$ cat src/rtl/mul_product_accumulator.sv
// Sums groups of multiplier products into a wide accumulator and hands each
// group total downstream; supports signed/unsigned, saturate/wrap and a sticky overflow flag.
module mul_product_accumulator #(
  parameter int PROD_SIZE = 64,
  parameter int ACC_SIZE  = 72,
  parameter int LEN_W     = 8
) (
  input  logic                 clk,
  input  logic                 rst_n,
  input  logic [PROD_SIZE-1:0] in_prod,
  input  logic                 in_prod_signed,
  input  logic [LEN_W-1:0]     in_len,
  input  logic                 in_sat_en,
  input  logic                 in_valid,
  output logic                 out_ready,
  output logic [ACC_SIZE-1:0]  out_acc,
  output logic                 out_ovf,
  output logic                 out_valid,
  input  logic                 in_ready
);

  localparam int EXT_W = ACC_SIZE - PROD_SIZE;

  typedef enum logic [1:0] {
    IDLE  = 2'd0,
    ACCUM = 2'd1,
    SEND  = 2'd2
  } state_e;

  state_e              state_q, state_d;
  logic [ACC_SIZE-1:0] acc_q, acc_d;
  logic [LEN_W:0]      count_q, count_d;
  logic [LEN_W:0]      len_q, len_d;
  logic                ovf_q, ovf_d;
  logic                signed_q, signed_d;
  logic                sat_q, sat_d;

  logic                get_hsked;
  logic                send_hsked;
  logic                ext_sign;
  logic [ACC_SIZE-1:0] addend;
  logic [ACC_SIZE:0]   sum_full;
  logic                ovf_unsigned;
  logic                ovf_signed;
  logic                add_ovf;
  logic [ACC_SIZE-1:0] sat_val;
  logic [LEN_W:0]      len_eff;
  logic [LEN_W:0]      count_inc;

  assign get_hsked  = in_valid & out_ready;
  assign send_hsked = out_valid & in_ready;

  // The first product of a group must be extended with the incoming signedness,
  // later ones with the signedness latched at group start.
  assign ext_sign = (state_q == IDLE) ? in_prod_signed : signed_q;
  assign addend   = {{EXT_W{ext_sign & in_prod[PROD_SIZE-1]}}, in_prod};

  assign sum_full     = {1'b0, acc_q} + {1'b0, addend};
  assign ovf_unsigned = sum_full[ACC_SIZE];
  assign ovf_signed   = (acc_q[ACC_SIZE-1] == addend[ACC_SIZE-1]) &&
                        (sum_full[ACC_SIZE-1] != acc_q[ACC_SIZE-1]);
  assign add_ovf      = signed_q ? ovf_signed : ovf_unsigned;

  always_comb begin
    sat_val = '1;
    if (signed_q) begin
      sat_val = addend[ACC_SIZE-1] ? {1'b1, {(ACC_SIZE-1){1'b0}}}
                                   : {1'b0, {(ACC_SIZE-1){1'b1}}};
    end
  end

  assign len_eff   = (in_len == '0) ? {{LEN_W{1'b0}}, 1'b1} : {1'b0, in_len};
  assign count_inc = count_q + 1'b1;

  always_ff @(posedge clk) begin
    if (!rst_n) begin
      state_q  <= IDLE;
      acc_q    <= '0;
      count_q  <= '0;
      len_q    <= '0;
      ovf_q    <= 1'b0;
      signed_q <= 1'b0;
      sat_q    <= 1'b0;
    end else begin
      state_q  <= state_d;
      acc_q    <= acc_d;
      count_q  <= count_d;
      len_q    <= len_d;
      ovf_q    <= ovf_d;
      signed_q <= signed_d;
      sat_q    <= sat_d;
    end
  end

  always_comb begin
    state_d  = state_q;
    acc_d    = acc_q;
    count_d  = count_q;
    len_d    = len_q;
    ovf_d    = ovf_q;
    signed_d = signed_q;
    sat_d    = sat_q;
    case (state_q)
      IDLE: begin
        if (get_hsked) begin
          signed_d = in_prod_signed;
          sat_d    = in_sat_en;
          len_d    = len_eff;
          acc_d    = addend;
          count_d  = {{LEN_W{1'b0}}, 1'b1};
          ovf_d    = 1'b0;
          state_d  = (len_eff == {{LEN_W{1'b0}}, 1'b1}) ? SEND : ACCUM;
        end
      end
      ACCUM: begin
        if (get_hsked) begin
          acc_d   = (add_ovf && sat_q) ? sat_val : sum_full[ACC_SIZE-1:0];
          ovf_d   = ovf_q | add_ovf;
          count_d = count_inc;
          if (count_inc == len_q) begin
            state_d = SEND;
          end
        end
      end
      SEND: begin
        if (send_hsked) begin
          state_d = IDLE;
          acc_d   = '0;
          count_d = '0;
          ovf_d   = 1'b0;
        end
      end
      default: begin
        state_d = IDLE;
      end
    endcase
  end

  assign out_ready = rst_n & ((state_q == IDLE) | (state_q == ACCUM));
  assign out_valid = (state_q == SEND);
  assign out_acc   = out_valid ? acc_q : '0;
  assign out_ovf   = out_valid & ovf_q;

endmodule

$ cat config.mk
export PLATFORM = sky130hd
export DESIGN_NAME = mul_product_accumulator
export DESIGN_NICKNAME = d
export VERILOG_FILES = /design/src/rtl/mul_product_accumulator.sv
export SDC_FILE = /design/constraint.sdc
export NUM_CORES = 1
export LEC_CHECK = 0
export BUFFER_PORTS_ARGS = -buffer_cell sky130_fd_sc_hd__buf_2
export CELL_PAD_IN_SITES_DETAIL_PLACEMENT = 1
export CELL_PAD_IN_SITES_GLOBAL_PLACEMENT = 2
export CORE_ASPECT_RATIO = 0.6
export CORE_MARGIN = 2
export CORE_UTILIZATION = 35
export DETAILED_ROUTE_END_ITERATION = 6
export GPL_ROUTABILITY_DRIVEN = 0
export PLACE_DENSITY = 0.95
export SYNTH_ARGS = -nofsm -noshare
export SYNTH_HDL_FRONTEND = slang
export SYNTH_SLANG_ARGS = --single-unit
$ cat constraint.sdc
create_clock -name clk -period 7.4 [get_ports clk]
set_input_delay 0.37 -clock clk [delete_from_list [all_inputs] [get_ports clk]]
set_output_delay 0.37 -clock clk [all_outputs]
set_load 0.02 [all_outputs]
==> results.yml, run 1 <==
worst_setup_path:
  cp_max_fo: 17
  worstPathRequired_ns: 7.66
  arrival_ns: 4.99
  criticalPathCategory: "reg -> reg"
  end_kind: "flip-flop"
  start_kind: "flip-flop"
floorplan:
  die_y_um: 130
  initial_core_util_pct: 35.3
  die_area_um2: 27800
  row_count: 46
  die-width_um: 214
  io_pins: 153
  core_um2: 26200
synthesis:
  syn-instance-count: 1287
  synth_edf_count: 0
  synth_flop_cell: "dfxtp_1"
  synthTopCellsByArea: "dfxtp_1, ha_1, a21oi_1"
  syn_nets: 1443
  async_flop_share_pct: 0
  yosysUniqueCellTypes: 77
  syn_avg_cell_area_um2: 7.20
  yosysTopAreaCell: "dfxtp_1"
  yosys.area.top_type_share_pct: 20.3
  synth-seq-cells: 94
  synth_area_um2: 9270
  yosysWarnings: 0
  synth_seq_area_share_pct: 20.3
clock_tree:
  htreeDepth: 3
  cts_root_buf: "clkbuf_16"
  cts_tree: "done"
  clk_pin_slew_ns: 0.08
  clockBufferDepth: 2
  cts_resized: 0
  clock_latency_ns: 0.37
  cts_inserted_buffers: 9
  hold_buffers: 0
  cts_sinks: 94
  postCtsSetupBuffers: 0
timing:
  hold_viol: 0
  fmax_ghz: 0.211
  relSlewSlack_pct: 33.7
  rsz0062_at_grt: "no"
  fin_setup_tns_ns: 0
  finClkSkew_ns: 0.0131
  worst_slack_ns: 2.66
  drv_slew: 0
  period_needed_ns: 4.74
  finalCritPeriodShare_pct: 64.0
  worst_pin_slew_ns: 0.994
  final-setup-viol-count: 0
hold_path:
  hp-class: "in -> reg"
global_route:
  antenna_found_initial: 0
  grt_max_degree: 75
  globalRouteOverflowTotal: 0
  first_global_vias: 9941
  grt_use_total_pct: 26.0
  grt_pass1_wl_um: 57100
cells_and_area:
  area_growth_pct: 12.9
  finalNetCount: 1530
  fill_cells: 3382
  final_cells: 1739
  final_cell_area_um2: 10500
  layout-drive-gt1-share_pct: 15.0
  fin_util_pct: 39.9
  diodes: 0
  multiInputGateArea_um2: 6880
  seq_area_um2: 1880
pwr:
  power_density_nw_per_um2: 380
  ir_worst_vdd_uv: 288
  leakage_nw: 4.71
status:
  outcome: "completed"
detailed_routing:
  wl_per_cell_um: 21.1
  postRouteAntennaNets: 0
  vias: 10288
  dr.pass1.iters: 5
  post_drt_via_cell_ratio: 5.92
  drc_errors: 0
  first_iter_violations: 884
  finalWirelength_um: 36800
place:
  dp_cells: 1723
  dpl_cell_area_um2: 10200
  dp_slack_ns: 2.78
  io_buffers: 152
  dp_hpwl_um: 28100
flow_run:
  maxCapViolCount: 0
-- synthesized netlist by cell type (all sizes together), types with 8 or more instances --
library cell / n
nand4: 31
a21o: 27
nand2: 115
and2: 79
o211ai: 12
a21oi: 188
buf: 26
o21bai: 17
nor3: 26
nand3: 22
a22o: 13
xor2: 35
nor4: 8
clkbuf: 60
a22oi: 14
and3: 39
ha: 77
inv: 36
nor2: 59
xnor2: 50
dfxtp: 94
a31oi: 12
o21ai: 160
-- worst paths after layout --
kind,start,slack [ns],cells after the start,to
setup reg to reg,state_q[0],2.66,17,acc_q[65]
hold reg to reg,len_q[6],0.48,2,len_q[6]
setup / recovery,state_q[0],2.66,17,acc_q[65]
hold / removal,in_sat_en,0.24,3,sat_q
-- metal layers --
layer  track usage, %  up-vias  part of all wire, %
met3             5.43       31                  7.8
li1                 -     4861                    -
met2             38.7      349                   41
met4             4.98        0                  1.2
met1             38.4     5047                   50
met5                0        -                    0
-- registers in the layout, indices dropped and copies added, names as in the netlist --
name and count:
signed_q 1, len_q 8, count_q 9, acc_q 72, sat_q 1, state_q 2
ovf_q 1
-- worst max-delay path, cell delays in order (launching register included) --
cell      delay (ns)
dfxtp_1         0.34
inv_1           0.12
ha_1            0.30
inv_1           0.09
o21ai_0         0.27
o21bai_1        0.16
inv_1           0.18
ha_1            0.48
and4_1          0.34
and3_1          0.21
nand4_1         0.12
nor2_1          0.18
inv_1           0.10
nor3_2          0.13
mux2i_1         0.38
or2_1           0.83
a21oi_4         0.20
o221a_2         0.19
-- final cells by class --
type | count | share of cell area, %
clock inverter | 5 | 0.383
sequential | 94 | 18.0
multi-input combinational | 1070 | 65.7
clock buffer | 11 | 2.32
tap | 360 | 4.30
timing repair buffer | 162 | 7.98
inverter | 37 | 1.33
-- cell usage in the layout, fill, tap and decap left out, types with 7 or more instances in the layout --
cell type / n
nor4_1: 7
nand3_1: 22
a21o_1: 27
clkbuf_16: 9
ha_1: 76
xor2_1: 35
xnor2_1: 50
nand2_1: 115
and3_1: 39
a22o_1: 13
a21oi_1: 185
dfxtp_1: 94
nor3_1: 22
buf_2: 152
inv_1: 36
a22oi_1: 13
and2_1: 79
nand4_1: 31
nor2_1: 57
o21ai_0: 154
o21bai_1: 17
o221a_2: 7
a31oi_1: 11
o211ai_1: 12
buf_4: 10
-- where the power goes --
part | switching [mW] | internal [mW] | total, mW | leakage (nW)
Combinational | 1.76 | 0.926 | 2.69 | 3.80
Clock | 0.241 | 0.241 | 0.482 | 0.140
Sequential | 0.142 | 0.660 | 0.802 | 0.772
-- kinds of logic after synthesis --
family	after synthesis	share of synthesized area, %
AO/OA/AOI/OAI	506	33.0
AND/OR/NAND/NOR	400	22.3
buffers and inverters	123	5.59
flip-flops	94	20.3
XOR/XNOR	85	8.03
adder cells (fa/ha/maj)	78	10.6
multiplexers	1	0.108
-- metrics by stage --
step,hold slack (ns),power (mW)
2_1_floorplan,0.428,2.68
3_3_place_gp,0.459,3.35
3_5_place_dp,0.468,3.43
4_1_cts,0.228,3.93
5_1_grt,0.241,4.28
6_report,0.238,3.97
No activity file was read; power rests on OpenSTA's default activity.
==> run 2, diff against run 1 <==
CORE_UTILIZATION = 30   (was 35)
PLACE_DENSITY = 0.91   (was 0.95)
clock period = 4 ns   (was 7.4 ns; I/O delays follow)
==> run 2 against run 1 <==
Clock-buffer cell count fell by 1. Global-route usage fell by 2.5 points. Clock skew rose by 0.0020 ns. Clock power rose by 100%. Worst setup slack got worse by 2.5 ns. Final cell count rose by 4.3%. Critical path depth rose by 1. Largest power group unchanged. Combinational power rose by 96%. Core utilization fell by 3.7 points.
==> results.yml, run 2 (synthesis results as in run 1) <==
cells_and_area:
  mostFrequentLayoutCells: "a21oi_1, o21ai_0, buf_2"
  final_cells: 1814
  largest_reg_flops: 72
  largestRegisters: "acc_q x72, count_q x9, len_q x8"
  layout.cells.most_common: "a21oi_1"
  diodes: 0
  max_flop_register: "acc_q"
  layout-drive-gt1-share_pct: 17.9
  finalNetCount: 1557
  area_growth_pct: 17.8
  final_cell_area_um2: 10900
worst_setup_path:
  regToRegSetupSlack_ns: 0.17
  start_kind: "flip-flop"
  cp_max_fo: 12
  worstPathRequired_ns: 4.29
  arrival_ns: 4.12
  r2r-start: "state_q[1]"
  criticalPathCategory: "reg -> reg"
  end_kind: "flip-flop"
  r2r_end: "acc_q[63]"
  reg2reg_depth: 18
pwr:
  leakage_nw: 4.86
  power_density_nw_per_um2: 709
  ir_worst_vdd_uv: 345
timing:
  hold_viol: 0
  period_needed_ns: 3.83
  hold_ws_ns: 0.0462
  finalCritPeriodShare_pct: 95.7
  relSlewSlack_pct: 41.7
  worst_pin_slew_ns: 0.867
  finClkSkew_ns: 0.0151
  drv_slew: 0
  fmax_ghz: 0.261
  final-setup-viol-count: 0
clock_tree:
  cts_sinks: 94
  clk_pin_slew_ns: 0.07
  htreeDepth: 3
  cts_tree: "done"
  clockBufferDepth: 2
  cts_inserted_buffers: 9
  clock_latency_ns: 0.40
  cts_root_buf: "clkbuf_16"
detailed_routing:
  postRouteAntennaNets: 0
  post_drt_via_cell_ratio: 5.76
  finalWirelength_um: 38700
  drc_errors: 0
  dr.pass1.iters: 5
  first_iter_violations: 779
  wl_per_cell_um: 21.3
  vias: 10453
hold_path:
  hp-start: "in_len[0]"
  hp-class: "in -> reg"
  worstHoldPathCells: 3
  min_to: "len_q[0]"
place:
  dp_cells: 1792
  dp_hpwl_um: 29300
  io_buffers: 152
  dpl_cell_area_um2: 10400
global_route:
  globalRouteOverflowTotal: 0
  grt_use_total_pct: 23.4
  first_global_vias: 10172
  grt_max_degree: 97
  antenna_found_initial: 0
  grt_pass1_wl_um: 60000
floorplan:
  die-width_um: 231
  core_um2: 30200
  io_pins: 153
  die_y_um: 140
  die_area_um2: 32400
  initial_core_util_pct: 30.7
  row_count: 49
flow_run:
  maxCapViolCount: 0
status:
  outcome: "completed"
## run 2: power breakdown
part	internal, mW	total (mW)	leakage [nW]	switching (mW)
combinational	1.89	5.27	3.93	3.38
sequential	1.22	1.48	0.773	0.262
clock	0.515	0.986	0.157	0.471
total	3.63	7.74	4.86	4.11
## run 2: layout make-up
class / count / area, µm²
fill: 3808 / 19200
multi-input combinational: 1070 / 6990
sequential: 94 / 1880
timing repair buffer: 188 / 1070
tap: 408 / 510
clock buffer: 10 / 239
inverter: 37 / 141
clock inverter: 6 / 75.1
timing repair inverter: 1 / 7.51
## run 2: worst max-delay path by stage
| stage | slack (ns) | to | start | cells past startpoint |
|---|---|---|---|---|
| 2_1_floorplan | 0.20 | acc_q[71] | state_q[0] | 20 |
| 3_3_place_gp | 0.14 | acc_q[71] | state_q[0] | 18 |
| 3_5_place_dp | -0.11 | acc_q[35] | state_q[0] | 19 |
| 4_1_cts | 0.07 | acc_q[71] | state_q[0] | 18 |
| 5_1_grt | -0.04 | acc_q[62] | state_q[0] | 18 |
| 6_report | 0.17 | acc_q[63] | state_q[1] | 18 |
## run 2: per-stage QoR
step / utilization (%) / setup TNS, ns / power [mW] / setup slack [ns]
floorplan: - / 0 / 4.96 / 0.200
detailed placement: 34.6 / -0.578 / 6.50 / -0.110
finish: 36.2 / 0 / 7.74 / 0.173
global placement: 34.6 / 0 / 6.35 / 0.140
CTS: 35.7 / 0 / 7.56 / 0.0702
global route: 36.2 / -0.315 / 8.33 / -0.0370
## run 2: repair_timing
action,in CTS,in global routing
endpoints found under the setup margin,39,72
setup buffers,0,4
gates resized for setup,7,26
pin swaps,0,5
cloned,0,2
hold buffers,0,0
## run 2: critical path, stage by stage (launching register included)
cell and delay, ns:
dfxtp_1 0.39, inv_1 0.09, ha_1 0.20, buf_4 0.16, o21bai_4 0.18, clkinvlp_4 0.21, ha_4 0.33, and3_1 0.19
and3_1 0.19, nand4_1 0.17, nor2_2 0.20, inv_1 0.10, nor3_2 0.19, mux2i_1 0.14, buf_4 0.17, nor2_2 0.21
buf_4 0.25, nand3_1 0.09, o21ai_0 0.27
## run 2: routing by layer
metal,global-route usage (%),vias up,share of wire [%]
li1,-,4918,-
met1,35.9,5147,51
met2,33.0,350,41
met3,4.52,38,6.0
met4,5.57,0,1.8
met5,0,-,0
